[config.mk]
export PLATFORM = sky130hd
export DESIGN_NAME = grf_mp
export DESIGN_NICKNAME = d
export VERILOG_FILES = /design/src/rtl/grf_mp.sv
export SDC_FILE = /design/constraint.sdc
export NUM_CORES = 2
export LEC_CHECK = 0
export ABC_CLOCK_PERIOD_IN_PS = 4400
export CAP_MARGIN = 30
export CORE_MARGIN = 4
export CORE_UTILIZATION = 57
export DETAILED_ROUTE_END_ITERATION = 10
export PLACE_DENSITY = 0.74
export RECOVER_POWER = 25
export SYNTH_ARGS = -nofsm -noshare
export SYNTH_HDL_FRONTEND = slang
export SYNTH_SLANG_ARGS = --single-unit
[constraint.sdc]
create_clock -name clk -period 4.4 [get_ports clk]
set_input_delay 0.66 -clock clk [delete_from_list [all_inputs] [get_ports clk]]
set_output_delay 0.66 -clock clk [all_outputs]
set_load 0.02 [all_outputs]
[src/rtl/grf_mp.sv]
// Multi-port general register file: one synchronous write port, NREAD combinational
// read ports, optional write-to-read bypass, optional hardwired zero register.
module grf_mp #(
    parameter int WIDTH    = 32,
    parameter int ADDR_W   = 5,
    parameter int NREAD    = 2,
    parameter int BYPASS   = 1,
    parameter int ZERO_REG = 1,
    parameter int CNT_W    = 32
) (
    input  logic                    clk,
    input  logic                    rst_n,
    input  logic                    we,
    input  logic [ADDR_W-1:0]       waddr,
    input  logic [WIDTH-1:0]        wdata,
    input  logic [NREAD*ADDR_W-1:0] raddr,
    output logic [NREAD*WIDTH-1:0]  rdata,
    output logic [CNT_W-1:0]        wr_cnt
);

    localparam int unsigned DEPTH = 2 ** ADDR_W;

    logic [WIDTH-1:0] regs [DEPTH];
    logic [CNT_W-1:0] cnt;
    logic             commit;

    // Writes to r0 are dropped (and not counted) when r0 is hardwired.
    always_comb commit = we && !((ZERO_REG != 0) && (waddr == '0));

    always_ff @(posedge clk) begin
        if (!rst_n) begin
            for (int unsigned i = 0; i < DEPTH; i++) begin
                regs[ADDR_W'(i)] <= '0;
            end
            cnt <= '0;
        end else if (commit) begin
            regs[waddr] <= wdata;
            cnt         <= cnt + CNT_W'(1);
        end
    end

    assign wr_cnt = cnt;

    for (genvar k = 0; k < NREAD; k++) begin : g_rd
        logic [ADDR_W-1:0] ra;
        logic [WIDTH-1:0]  rd;

        assign ra = raddr[k*ADDR_W +: ADDR_W];

        // Later assignments take priority: zero register beats bypass beats storage.
        always_comb begin
            rd = regs[ra];
            if ((BYPASS != 0) && rst_n && we && (ra == waddr)) begin
                rd = wdata;
            end
            if ((ZERO_REG != 0) && (ra == '0)) begin
                rd = '0;
            end
        end

        assign rdata[k*WIDTH +: WIDTH] = rd;
    end

endmodule

==> flow_metrics.env <==
export IMPL_outcome="finished, violations left"
export IMPL_violations="max-capacitance violations, max-slew violations, negative setup slack"
export IMPL_cp_arrival_ns=3.77
export IMPL_hp_class="flip-flop to flip-flop"
export IMPL_drtIter0Drc=6531
export IMPL_track_usage=0.3600
export IMPL_synth_avg_cell_area_um2=14.29
export IMPL_critPathMaxStageDelay_ns=0.65
export IMPL_setup_viol=1
export IMPL_switchingPower_mw=6.219
export IMPL_worstMarginPinSlew_ns=1.954
export IMPL_core_area_um2=98710
export IMPL_pwr_share_clk=0.384
export IMPL_path_depth=10
export IMPL_async_reset_ff_frac=0
export IMPL_max_freq_mhz=225.7
export IMPL_htree_levels=3
export IMPL_start_util=0.5758
export IMPL_synth_seq_cells=1056
export IMPL_cts_tree="built"
export IMPL_cp_end_kind="output port"
export IMPL_cp_cell_sequence="buf_8 -> buf_4 -> nand2b_1 -> buf_4 -> o22ai_1 -> o22ai_1 -> a21oi_1 -> buf_4 -> a21oi_1 -> clkdlybuf4s50_1"
export IMPL_reg2reg_depth=5
export IMPL_final_min_clock_period_ns=4.430
export IMPL_die_area_um2=104800
export IMPL_final_common_cell="edfxtp_1"
export IMPL_post_drt_wl_per_cell_um=33.83
export IMPL_rsz0062_at_grt="false"
export IMPL_cp_endpoint="rdata[35]"
export IMPL_yosys_most_used_dff="edfxtp_1"
export IMPL_die_h_um=323.8
export IMPL_mostFrequentLayoutCells="1,024 x edfxtp_1, 828 x and2_1, 479 x mux4_2"
export IMPL_antenna_found_initial=15
export IMPL_cts_sink_count=1056
export IMPL_clockBufferDepth=3
export IMPL_power_frac_seq=0.477
export IMPL_finalWorstSetupSlack_ns=-0.02991
export IMPL_wirelength_um=187800
export IMPL_synth_area_leader_cell="edfxtp_1"
export IMPL_num_vias=38870
export IMPL_instances_no_fill=5550
export IMPL_whs_path_depth=2
export IMPL_clock_skew_ns=0.004007
export IMPL_core_rowCount=115
export IMPL_holdBufCountCts=0
export IMPL_dpl_hpwl_um=123000
export IMPL_grt_ovfl_total=0
export IMPL_hold_viol=0
export IMPL_grt_max_degree=50
export IMPL_startpoint_type="input pin"
export IMPL_seq_area_frac_synth=0.5523
export IMPL_vias_per_cell=7.004
export IMPL_period_share=1.007
export IMPL_dr_pass1_iters=6
export IMPL_critPathMostFrequentCell="buf_4"
export IMPL_powerDensity_nw_per_um2=382.2
export IMPL_total_power_mw=24.84
export IMPL_die_width_um=323.8
export IMPL_switching_share=0.2503
export IMPL_cts_made_buffers=112
export IMPL_port_buffers=145
export IMPL_cpLargestDelayFamily="buffers and inverters"
export IMPL_grt_pass1_vias=38710
export IMPL_drive_above_1_share=0.2467
export IMPL_reg2reg_to="wr_cnt[25]"
export IMPL_grt_pass1_wl_um=268500
export IMPL_root_buffer="clkbuf_16"
export IMPL_peakVddDrop_mv=0.2989
export IMPL_r2r_slack_ns=2.24
export IMPL_crit_slowest_cell="clkdlybuf4s50_1"
export IMPL_insertion_delay_ns=0.69
export IMPL_synth_top_cells_by_area="edfxtp_1 54%, mux4_2 19%, and2_1 11%, mux2i_1 2.0%, clkbuf_1 1.9%"
export IMPL_cp_required_ns=3.74
export IMPL_synth_edff_count=1024
export IMPL_synthCells=3976
export IMPL_finalSetupTns_ns=-0.02991
export IMPL_worst_path_buf_inv=5
export IMPL_final_net_count=4220
export IMPL_startpoint="raddr[6]"
export IMPL_synth_cell_types=72
export IMPL_combPwrFrac=0.139
export IMPL_postCtsSetupBuffers=0
export IMPL_p_int_mw=18.62
export IMPL_power_leakage_nw=22.64
export IMPL_cap_violations=10
export IMPL_critPathMaxFanout=31
export IMPL_synthesis_area_um2=56830
export IMPL_slew_headroom=-0.3023
export IMPL_area_growth_syn_to_layout_pct=14.38
export IMPL_timing_rr_start="wr_cnt[11]"
export IMPL_crit_type="input pin to output port"
export IMPL_drc=0
export IMPL_ys_warn_count=0
export IMPL_finalMaxSlewViolations=156
export IMPL_drtAntennaViolNets=0
export IMPL_io_pins=146
export IMPL_place_gp_congestion=0.9414
export IMPL_dp_cells=5340
export IMPL_path_clk_slew_ns=0.06
export IMPL_netlist_area_leader_share=0.5410
-- how the worst min path moves through the flow --
stage | endpoint | from | slack [ns]
3_5_place_dp | wr_cnt[31] | wr_cnt[31] | 0.49
5_1_grt | wr_cnt[29] | wr_cnt[29] | 0.56
2_1_floorplan | wr_cnt[31] | wr_cnt[31] | 0.56
4_1_cts | wr_cnt[30] | rst_n | 0.44
3_3_place_gp | wr_cnt[31] | wr_cnt[31] | 0.47
6_report | wr_cnt[31] | wr_cnt[31] | 0.51
-- power by group through the flow --
stage / clock network, mW / registers [mW] / logic (mW)
after global placement: 0 / 12.0 / 3.32
after CTS: 9.55 / 11.8 / 3.37
after floorplan: 0 / 12.0 / 1.94
final: 9.55 / 11.8 / 3.45
after detailed placement: 0 / 12.0 / 3.36
after global routing: 9.99 / 11.9 / 3.54
-- timing repair --
item	CTS	global route
setup endpoints to repair	3	9
cloned	0	0
pin swaps	0	1
gates resized for setup	2	7
endpoints found under the hold margin	0	0
-- flip-flops by register name (all words and copies together) (netlist names) --
signal / cells
regs: 1024
wr_cnt: 32
-- final cells by class --
class	count	area [um2]
fill	6890	33700
antenna	7	17.52
inverter	9	35.03
multi-input combinational	2516	23920
clock buffer	132	2942
sequential	1056	31390
timing repair buffer	474	4393
clock inverter	69	701.9
tap	1287	1610
-- synthesized netlist by cell type (4+ instances only) --
cell type / instances
nor3_1: 61
a22oi_1: 64
dfxtp_1: 32
o22ai_1: 64
and2_1: 964
inv_1: 8
nand3b_1: 4
nand2b_1: 7
a221o_1: 31
and4_1: 4
nor2_1: 96
xor2_1: 20
o21ai_0: 92
mux2_2: 31
clkbuf_1: 288
buf_6: 12
o211ai_1: 6
nor2b_1: 11
mux2i_1: 112
buf_4: 29
a211oi_1: 40
buf_2: 80
mux4_2: 479
nand3_1: 20
a21oi_1: 71
edfxtp_1: 1024
or3_1: 9
a221oi_1: 6
or4_1: 10
buf_1: 12
and3_1: 55
xnor2_1: 10
nand4_1: 9
nand2_1: 158
-- routing by layer --
metal	share of wire	track usage	vias to the layer above
met4	0.051	0.1589	10
met1	0.34	0.4666	19530
met2	0.45	0.5456	3122
met3	0.16	0.1379	635
li1	-	-	15570
met5	0.0015	0.01678	-
-- cell families after synthesis --
kind of cell | Yosys count | synth area share
and+or+nand+nor | 1426 | 0.1451
DFF | 1056 | 0.5523
muxes | 622 | 0.2157
buffers and inverters | 435 | 0.03463
AOI/OAI and AO/OA | 405 | 0.04738
xor gates and xnor gates | 30 | 0.004623
adders and majority gates | 1 | 0.0002201
other | 1 | 0.00006598
-- worst reg2reg max path, delay by kind of cell, from the launching register on --
kind	cells	cell delay (ns)
AO/OA/AOI/OAI	1	0.14
flip-flops	1	0.43
AND/OR/NAND/NOR	4	1.49
-- per-stage QoR --
| stage | utilization | hold slack, ns | instance area (um2) | worst slack [ns] |
|---|---|---|---|---|
| 3_3_place_gp | 0.6229 | 0.4711 | 61480 | -0.3259 |
| 4_1_cts | 0.6610 | 0.4371 | 65240 | 0.0002514 |
| 3_5_place_dp | 0.6240 | 0.4883 | 61590 | -0.2627 |
| 6_report | 0.6586 | 0.5061 | 65010 | -0.02991 |
| 5_1_grt | 0.6584 | 0.5590 | 64990 | 0.01652 |
| 2_1_floorplan | - | 0.5576 | 56950 | -0.06395 |
No activity file was read; power rests on OpenSTA's default activity.
